**src/rtl/spi_2_pkg.sv**
```systemverilog
// spi_2_pkg: shared defaults and types for the spi_2 SPI slave.
//   DATA_W_DEF      - default word length in bits
//   SYNC_STAGES_DEF - default synchronizer depth for SCK/SIMO/CS
//   CNT_W_DEF       - bit-counter width for the default word length
//   state_e         - transfer state of the slave
//   cnt_width()     - bit-counter width for an arbitrary word length
package spi_2_pkg;

    localparam int DATA_W_DEF      = 8;
    localparam int SYNC_STAGES_DEF = 2;
    localparam int CNT_W_DEF       = $clog2(DATA_W_DEF) + 1;

    // IDLE: no transfer armed (CS high, or CS was already low at reset release).
    // ACTIVE: a fresh CS falling edge has been seen and CS is still low.
    typedef enum logic {
        ST_IDLE   = 1'b0,
        ST_ACTIVE = 1'b1
    } state_e;

    function automatic int cnt_width(input int data_w);
        return $clog2(data_w) + 1;
    endfunction

endpackage

```
**src/rtl/spi_2_sync.sv**
```systemverilog
// spi_2_sync: multi-flop synchronizer with rise/fall edge detection.
//   clk, rst_n - system clock, asynchronous active-low reset
//   d          - asynchronous input pin
//   q          - synchronized level (after STAGES flops)
//   rise, fall - one-clk pulses on a synchronized 0->1 / 1->0 transition
// All flops reset to RESET_VAL. Edge outputs are held off until the chain
// has been refilled with real pin samples after reset, so a pin that is
// already at the opposite level at reset release does not report an edge.
module spi_2_sync #(
    parameter int   STAGES    = 2,
    parameter logic RESET_VAL = 1'b0
) (
    input  logic clk,
    input  logic rst_n,
    input  logic d,
    output logic q,
    output logic rise,
    output logic fall
);

    logic [STAGES-1:0] sync_q, sync_d;
    logic              prev_q, prev_d;
    logic [STAGES:0]   fill_q, fill_d;

    always_comb begin
        sync_d[0] = d;
        for (int i = 1; i < STAGES; i++) begin
            sync_d[i] = sync_q[i-1];
        end
        prev_d = sync_q[STAGES-1];
        // fill_q tracks how far genuine samples have propagated into
        // sync_q/prev_q since reset; the top bit means prev_q is genuine.
        fill_d = {fill_q[STAGES-1:0], 1'b1};
    end

    // NOTE: sequential state uses non-blocking assignments only, so every
    // flop samples the values from before this clock edge.
    always_ff @(posedge clk or negedge rst_n) begin
        if (!rst_n) begin
            sync_q <= {STAGES{RESET_VAL}};
            prev_q <= RESET_VAL;
            fill_q <= '0;
        end else begin
            sync_q <= sync_d;
            prev_q <= prev_d;
            fill_q <= fill_d;
        end
    end

    assign q    = sync_q[STAGES-1];
    assign rise = fill_q[STAGES] &  q & ~prev_q;
    assign fall = fill_q[STAGES] & ~q &  prev_q;

endmodule

```
**src/rtl/spi_2.sv**
```systemverilog
// spi_2: SPI slave, mode 0 (CPOL=0, CPHA=0), MSB first, oversampled by clk.
//   clk, rst_n - system clock, asynchronous active-low reset
//   SCK        - serial clock from master (asynchronous to clk)
//   SIMO       - serial data from master
//   CS         - chip select, active-low
//   data_out   - word to send to the master; sampled at CS fall and at
//                each word completion only
//   SOMI       - serial data to master; 0 whenever no transfer is active
//   data_in    - last completely received word
//   tx_send    - one-clk pulse when a word completes
// SCK high and low times must each be at least SYNC_STAGES+2 clk periods.
module spi_2
    import spi_2_pkg::*;
#(
    parameter int DATA_W      = DATA_W_DEF,
    parameter int SYNC_STAGES = SYNC_STAGES_DEF
) (
    input  logic              clk,
    input  logic              rst_n,
    input  logic              SCK,
    input  logic              SIMO,
    input  logic              CS,
    input  logic [DATA_W-1:0] data_out,
    output logic              SOMI,
    output logic [DATA_W-1:0] data_in,
    output logic              tx_send
);

    localparam int               CNT_W    = cnt_width(DATA_W);
    localparam logic [CNT_W-1:0] LAST_BIT = CNT_W'(DATA_W - 1);

    // Synchronized pins and edges
    logic sck_s, sck_rise, sck_fall;
    logic cs_s, cs_rise, cs_fall;
    logic simo_s;

    spi_2_sync #(.STAGES(SYNC_STAGES), .RESET_VAL(1'b0)) u_sck_sync (
        .clk   (clk),
        .rst_n (rst_n),
        .d     (SCK),
        .q     (sck_s),
        .rise  (sck_rise),
        .fall  (sck_fall)
    );

    spi_2_sync #(.STAGES(SYNC_STAGES), .RESET_VAL(1'b1)) u_cs_sync (
        .clk   (clk),
        .rst_n (rst_n),
        .d     (CS),
        .q     (cs_s),
        .rise  (cs_rise),
        .fall  (cs_fall)
    );

    // SIMO needs only a level; its chain has the same depth as SCK's so the
    // data bit lines up with the synchronized rising edge that samples it.
    logic [SYNC_STAGES-1:0] simo_sync_q, simo_sync_d;

    always_comb begin
        simo_sync_d[0] = SIMO;
        for (int i = 1; i < SYNC_STAGES; i++) begin
            simo_sync_d[i] = simo_sync_q[i-1];
        end
    end

    assign simo_s = simo_sync_q[SYNC_STAGES-1];

    // Transfer state and datapath
    state_e            state_q, state_d;
    logic [DATA_W-1:0] tx_q, tx_d;
    logic [DATA_W-1:0] rx_q, rx_d;
    logic [CNT_W-1:0]  cnt_q, cnt_d;
    logic [DATA_W-1:0] data_in_q, data_in_d;
    logic              tx_send_q, tx_send_d;
    logic [DATA_W-1:0] rx_shift;

    assign rx_shift = {rx_q[DATA_W-2:0], simo_s};

    // NOTE: every signal written here is given a default first, so no path
    // leaves it unassigned and no latch is inferred.
    always_comb begin
        state_d   = state_q;
        tx_d      = tx_q;
        rx_d      = rx_q;
        cnt_d     = cnt_q;
        data_in_d = data_in_q;
        tx_send_d = 1'b0;

        unique case (state_q)
            ST_IDLE: begin
                // Only a fresh CS falling edge arms a transfer; CS low at
                // reset release never produces cs_fall.
                if (cs_fall) begin
                    state_d = ST_ACTIVE;
                    tx_d    = data_out;
                    rx_d    = '0;
                    cnt_d   = '0;
                end
            end

            ST_ACTIVE: begin
                // Synced CS high takes priority over any SCK edge in the
                // same clk, so a completion coinciding with CS rise is lost.
                if (cs_s) begin
                    state_d = ST_IDLE;
                    cnt_d   = '0;
                end else if (sck_rise) begin
                    rx_d = rx_shift;
                    if (cnt_q == LAST_BIT) begin
                        data_in_d = rx_shift;
                        tx_send_d = 1'b1;
                        cnt_d     = '0;
                        tx_d      = data_out;
                    end else begin
                        cnt_d = cnt_q + CNT_W'(1);
                    end
                end else if (sck_fall && (cnt_q != '0)) begin
                    // Counter 0 means either the leading edge of a word or
                    // the edge right after a reload: keep the MSB presented.
                    tx_d = {tx_q[DATA_W-2:0], 1'b0};
                end
            end

            default: state_d = ST_IDLE;
        endcase
    end

    always_ff @(posedge clk or negedge rst_n) begin
        if (!rst_n) begin
            simo_sync_q <= '0;
            state_q     <= ST_IDLE;
            tx_q        <= '0;
            rx_q        <= '0;
            cnt_q       <= '0;
            data_in_q   <= '0;
            tx_send_q   <= 1'b0;
        end else begin
            simo_sync_q <= simo_sync_d;
            state_q     <= state_d;
            tx_q        <= tx_d;
            rx_q        <= rx_d;
            cnt_q       <= cnt_d;
            data_in_q   <= data_in_d;
            tx_send_q   <= tx_send_d;
        end
    end

    assign SOMI    = (state_q == ST_ACTIVE) & ~cs_s & tx_q[DATA_W-1];
    assign data_in = data_in_q;
    assign tx_send = tx_send_q;

endmodule

```
**config.mk**
```make
export PLATFORM = sky130hd
export DESIGN_NAME = spi_2
export DESIGN_NICKNAME = d
export VERILOG_FILES = /design/src/rtl/spi_2_pkg.sv /design/src/rtl/spi_2_sync.sv /design/src/rtl/spi_2.sv
export SDC_FILE = /design/constraint.sdc
export NUM_CORES = 1
export LEC_CHECK = 0
export CAP_MARGIN = 20
export CELL_PAD_IN_SITES_DETAIL_PLACEMENT = 1
export CELL_PAD_IN_SITES_GLOBAL_PLACEMENT = 1
export CORE_ASPECT_RATIO = 0.7
export CORE_MARGIN = 2
export CORE_UTILIZATION = 28
export DETAILED_ROUTE_END_ITERATION = 16
export GPL_TIMING_DRIVEN = 0
export PLACE_DENSITY = 0.55
export RECOVER_POWER = 50
export SLEW_MARGIN = 20
export SYNTH_ARGS = -nofsm -noshare
export SYNTH_HDL_FRONTEND = slang
export SYNTH_HIERARCHICAL = 1
export SYNTH_SLANG_ARGS = --single-unit
```
**constraint.sdc**
```tcl
create_clock -name clk -period 1.85 [get_ports clk]
set_input_delay 0.185 -clock clk [delete_from_list [all_inputs] [get_ports clk]]
set_output_delay 0.185 -clock clk [all_outputs]
set_load 0.01 [all_outputs]
```
# --- Word-level counts from Yosys, hierarchy flattened ---
# Index checks and enable logic that the tools add are counted.
word_totals:
  regBits: 43
  word_cells: 61
  out_inout_bits: 10
classes:
  n_mux: 22
  bitwise: 12
  n_eq_ne: 7
  n_reduce_logical: 6
  n_addsub: 1
ops:
  columns: ["op", "count"]
  rows:
  - ["8-bit two-way mux", 5]
  - ["7-bit two-way mux", 3]
  - ["4-bit two-way mux", 4]
  - ["8-bit case mux with 2 select lines", 1]
  - ["7-bit case mux with 2 select lines", 1]
  - ["3-bit by 2-bit inequality test with 1-bit output, second input constant", 3]
  - ["1-bit bitwise AND", 8]
  - ["4-bit case mux with 2 select lines", 1]
  - ["4-bit AND reduction", 2]
  - ["1-bit two-way mux", 6]
  - ["2-bit inequality test, second input constant", 3]
  - ["4-bit by 1-bit adder with 4-bit output, second input constant", 1]
  - ["4-bit by 3-bit equality test with 1-bit output, second input constant", 1]
  - ["1-bit inverter", 4]
  - ["4-bit nonzero test", 1]
  - ["3-bit AND reduction", 1]
  - ["1-bit case mux with 2 select lines", 1]
  - ["2-bit AND reduction", 1]
  - ["1-bit logical AND", 1]

# --- Longest topological paths before layout ---
logic_depth:
  word_depth: 8
  depth_mapped: 6
  ltp_nobuf: 6

# --- By module ---
# The synthesis kept the hierarchy.
by_module_without_submodules:
  columns: ["module", "cells_each", "area_per_inst_um2", "instances"]
  rows:
  - ["spi_2", 119, 1492.7, 1]
  - ["spi_2_sync (u_cs_sync)", 9, 175.2, 1]
  - ["spi_2_sync (u_sck_sync)", 9, 171.4, 1]

# --- Worst setup path before layout ---
# Ideal clock, no wire load.
synth_path:
  kind: "register to register"
  start: "reg u_cs_sync.prev_q"
  end: "reg tx_q[1]"
  path_stages_with_launch: 5
  setup_slack_ns: 0.031
  arrival_ns: 1.694
  required_ns: 1.725
  path_buffers: 0
  cell_sequence: "dfstp_2 > and3b_1 > nand2b_4 > a211oi_4 > mux2_4"
synth_between:
  elab_chain_cells: 3
synth_rtl:
  columns: ["item", "line", "source"]
  rows:
  - ["start, declared", "spi_2_sync.sv:22", "logic prev_q, prev_d;"]
  - ["start signal, assigned", "spi_2_sync.sv:45", "prev_q <= prev_d;"]
  - ["1-bit bitwise AND", "spi_2_sync.sv:52", "assign fall = fill_q[STAGES] & ~q & prev_q;"]
  - ["net cs_fall", "spi_2.sv:34", "logic cs_s, cs_rise, cs_fall;"]
  - ["2-bit inequality test (no line)", null, null]
  - ["4-bit AND reduction (no line)", null, null]
  - ["end signal, assigned", "spi_2.sv:140", "tx_q <= tx_d;"]
  - ["end, declared", "spi_2.sv:70", "logic [DATA_W-1:0] tx_q, tx_d;"]
# The timed path passes the listed nets, and every way through them passes these cells.
# A chain may end at the register's enable or synchronous reset.

# --- Worst setup path after layout ---
layout_path:
  start: "reg cnt_q[0]"
  end: "reg tx_q[6]"
layout_between:
  elab_chain_cells: 4
  elab_cells_between_ends: 6
layout_rtl:
  columns: ["item", "line", "source"]
  rows:
  - ["start, declared", "spi_2.sv:72", "logic [CNT_W-1:0] cnt_q, cnt_d;"]
  - ["start signal, assigned", "spi_2.sv:142", "cnt_q <= cnt_d;"]
  - ["4-bit nonzero test", "spi_2.sv:117", "end else if (sck_fall && (cnt_q != '0)) begin"]
  - ["1-bit logical AND", "spi_2.sv:117", null]
  - ["3-bit by 2-bit inequality test with 1-bit output (no line)", null, null]
  - ["4-bit AND reduction (no line) *", null, null]
# Mark *: on every way between the ends. The rest lies on a longest branch, timed or not.

==> summary.md <==
| Metric | Value |
|---|---|
| Largest net degree at the start of global routing | `30` |
| Share of cells above drive strength 1 | `32.8%` |
| Wire per inst | `14.2 um` |
| Post-route setup slack | `75.1 ps` |
| Syn Nets | `151` |
| Die footprint | `7210 um2` |
| Drc violations | `0` |
| Final hold slack | `353 ps` |
| Flop2flop setup slack | `80 ps` |
| Final hold vios | `0` |
| Worst setup startpoint | `cnt_q[0]$_DFFE_PN0P_` |
| Clk slew on worst S/H paths | `80 ps` |
| Vias | `1135` |
| CP endpoint kind | `register` |
| Final ANT Viol Nets | `0` |
| Hold Path Origin | `u_cs_sync/fill_q[1]$_DFF_PN0_` |
| Net count, final | `191` |
| Number of cell rows | `24` |
| Core area | `6280 um2` |
| Reg2reg path depth | `7` |
| Later-pin clock latency in the skew report | `290 ps` |
| IO Count | `23` |
| Crit share post-route | `95.9%` |
| Hold path cells | `0` |
| Crit path time final | `1770 ps` |
| Drt total wl | `3610 um` |
| Max-cap viol count | `0` |
| Routability Congestion | `0.750` |
| GR Overflow Total | `0` |
| LEAKAGE | `1.13 nW` |
| Vias per cell | `4.45` |
| Vias in the first global route | `1260` |
| Clk buf depth | `2` |
| Worst VDD drop | `0.412 mV` |
| CP Class | `register to register` |
| Slew Viols, Final | `0` |
| Min-delay worst type | `register to register` |
| Initial DRC count | `17` |
| Synthesized cell area | `1830 um2` |
| CTS Buf Count | `5` |
| Pre-CTS setup slack | `-202 ps` |
| Initial antenna violation count | `0` |
| IO buf count | `22` |
| Worst slew pin tran | `835 ps` |
| Final setup violation count | `0` |
| # fillers | `666` |
| Achievable Freq | `563 MHz` |
| N_diodes | `0` |
| Mapped Cells | `136` |
| Synth warnings | `6` |
| H-Tree Depth | `2` |
| Power per cell area | `880 nW/um2` |
| CTS sink cnt | `43` |
| Die height | `71.7 um` |
| Crit Path Max Fanout | `4` |
| Area added between synthesis and finish | `30.5%` |
| Hold Path End | `u_cs_sync/fill_q[2]$_DFF_PN0_` |
| Status | `finished, final reports clean` |
| Mean post-synth cell area | `13.5 um2` |
| Worst EP required | `2030 ps` |
| Starting Density | `29.2%` |
| Rel. slew slack | `44.3%` |
| Worst Path Arrival | `1960 ps` |
| Clock skew | `3.94 ps` |
| Reg2reg start | `cnt_q[0]$_DFFE_PN0P_` |
| Total track usage | `11.4%` |
| TritonCTS clock tree | `done` |
| Crit path launch type | `register` |
| First-pass GRT wire length | `6290 um` |
| Root buffer cell | `clkbuf_8` |
| Die width | `101 um` |
| Hpwl dp | `2540 um` |
| Number of iterations in the first detailed-routing pass | `4` |
| Worst R2R End | `tx_q[6]$_DFFE_PN0P_` |
| RSZ-0062 raised after global routing | `no` |
flip-flops by register name, indices dropped and copies added, names as in the netlist:
name               flops
cnt_q                  4
data_in                8
rx_q                   7
simo_sync_q            2
state_q                1
tx_q                   8
tx_send                1
u_cs_sync/fill_q       3
u_cs_sync/prev_q       1
u_cs_sync/sync_q       2
u_sck_sync/fill_q      3
u_sck_sync/prev_q      1
u_sck_sync/sync_q      2
report_power, final:
part / internal, mW / switching, mW / leakage [nW]
Combinational: 0.173 / 0.107 / 0.519
Sequential: 1.03 / 0.0440 / 0.547
Clock: 0.437 / 0.314 / 0.0612
worst max-delay path, cell delays in order, from the launching register on:
cell	delay, ps
dfrtp_1	390
inv_1	70
ha_1	150
or3b_4	390
a21oi_4	170
a211oi_4	70
buf_6	150
mux2_4	290
layout by cell type, fill, tap and decap left out, types with 2 or more instances in the layout:
| cell | count |
|---|---|
| dfrtp_1 | 40 |
| mux2_2 | 20 |
| clkdlybuf4s50_1 | 17 |
| nand2_1 | 12 |
| inv_1 | 7 |
| buf_4 | 7 |
| o21ai_0 | 7 |
| mux2_4 | 6 |
| clkbuf_8 | 6 |
| nand2b_1 | 4 |
| dlygate4sd3_1 | 4 |
| a22o_1 | 3 |
| nor2_1 | 2 |
| nor2b_1 | 2 |
| a21oi_1 | 2 |
| mux2i_1 | 2 |
| ha_1 | 2 |
| clkbuf_4 | 2 |
| buf_6 | 2 |
| and3b_2 | 2 |
| conb_1 | 2 |
| dfstp_2 | 2 |
per-stage QoR:
step	util [%]	instances	power, mW	setup TNS (ps)	instance area, um2
CTS	37.3	251	2.13	0	2340
global placement	34.2	236	1.33	-22000	2150
floorplan	-	136	1.25	0	1830
finish	38.1	255	2.10	0	2390
global route	38.1	255	2.22	0	2390
detailed placement	34.5	237	1.35	-1530	2160
layout make-up:
type,count,area [um2],area share (%)
multi-input combinational,82,712,29.8
clock inverter,2,35.0,1.47
buffer,4,33.8,1.41
inverter,7,26.3,1.10
clock buffer,6,82.6,3.46
tap,78,97.6,4.09
timing repair buffer,33,322,13.5
sequential,43,1080,45.2
metal layers:
layer  track usage (%)  share of wire [%]  up-vias  wire length (um)
li1                  -                  -      543                 -
met2              17.3                 48       10              1730
met3              3.51                2.8        4               102
met4              4.11               0.97        0                35
met5                 0                  0        -                 0
met1              15.4                 48      578              1750
how the worst max path moves through the flow:
stage | endpoint | slack [ps]
global route | data_in[5]$_DFFE_PN0P_ | 10
finish | tx_q[6]$_DFFE_PN0P_ | 80
detailed placement | tx_q[6]$_DFFE_PN0P_ | -200
global placement | tx_q[2]$_DFFE_PN0P_ | -520
floorplan | tx_q[1]$_DFFE_PN0P_ | 40
CTS | SOMI | 4
repair_timing:
action                     4_1_cts  5_1_grt
setup endpoints to repair       17        7
hold endpoints to repair        14        0
setup buffers                    5        4
hold buffers                     1        0
gates resized for setup          4        7
pin swaps                        2        0
(Power assumes the default switching activity.)
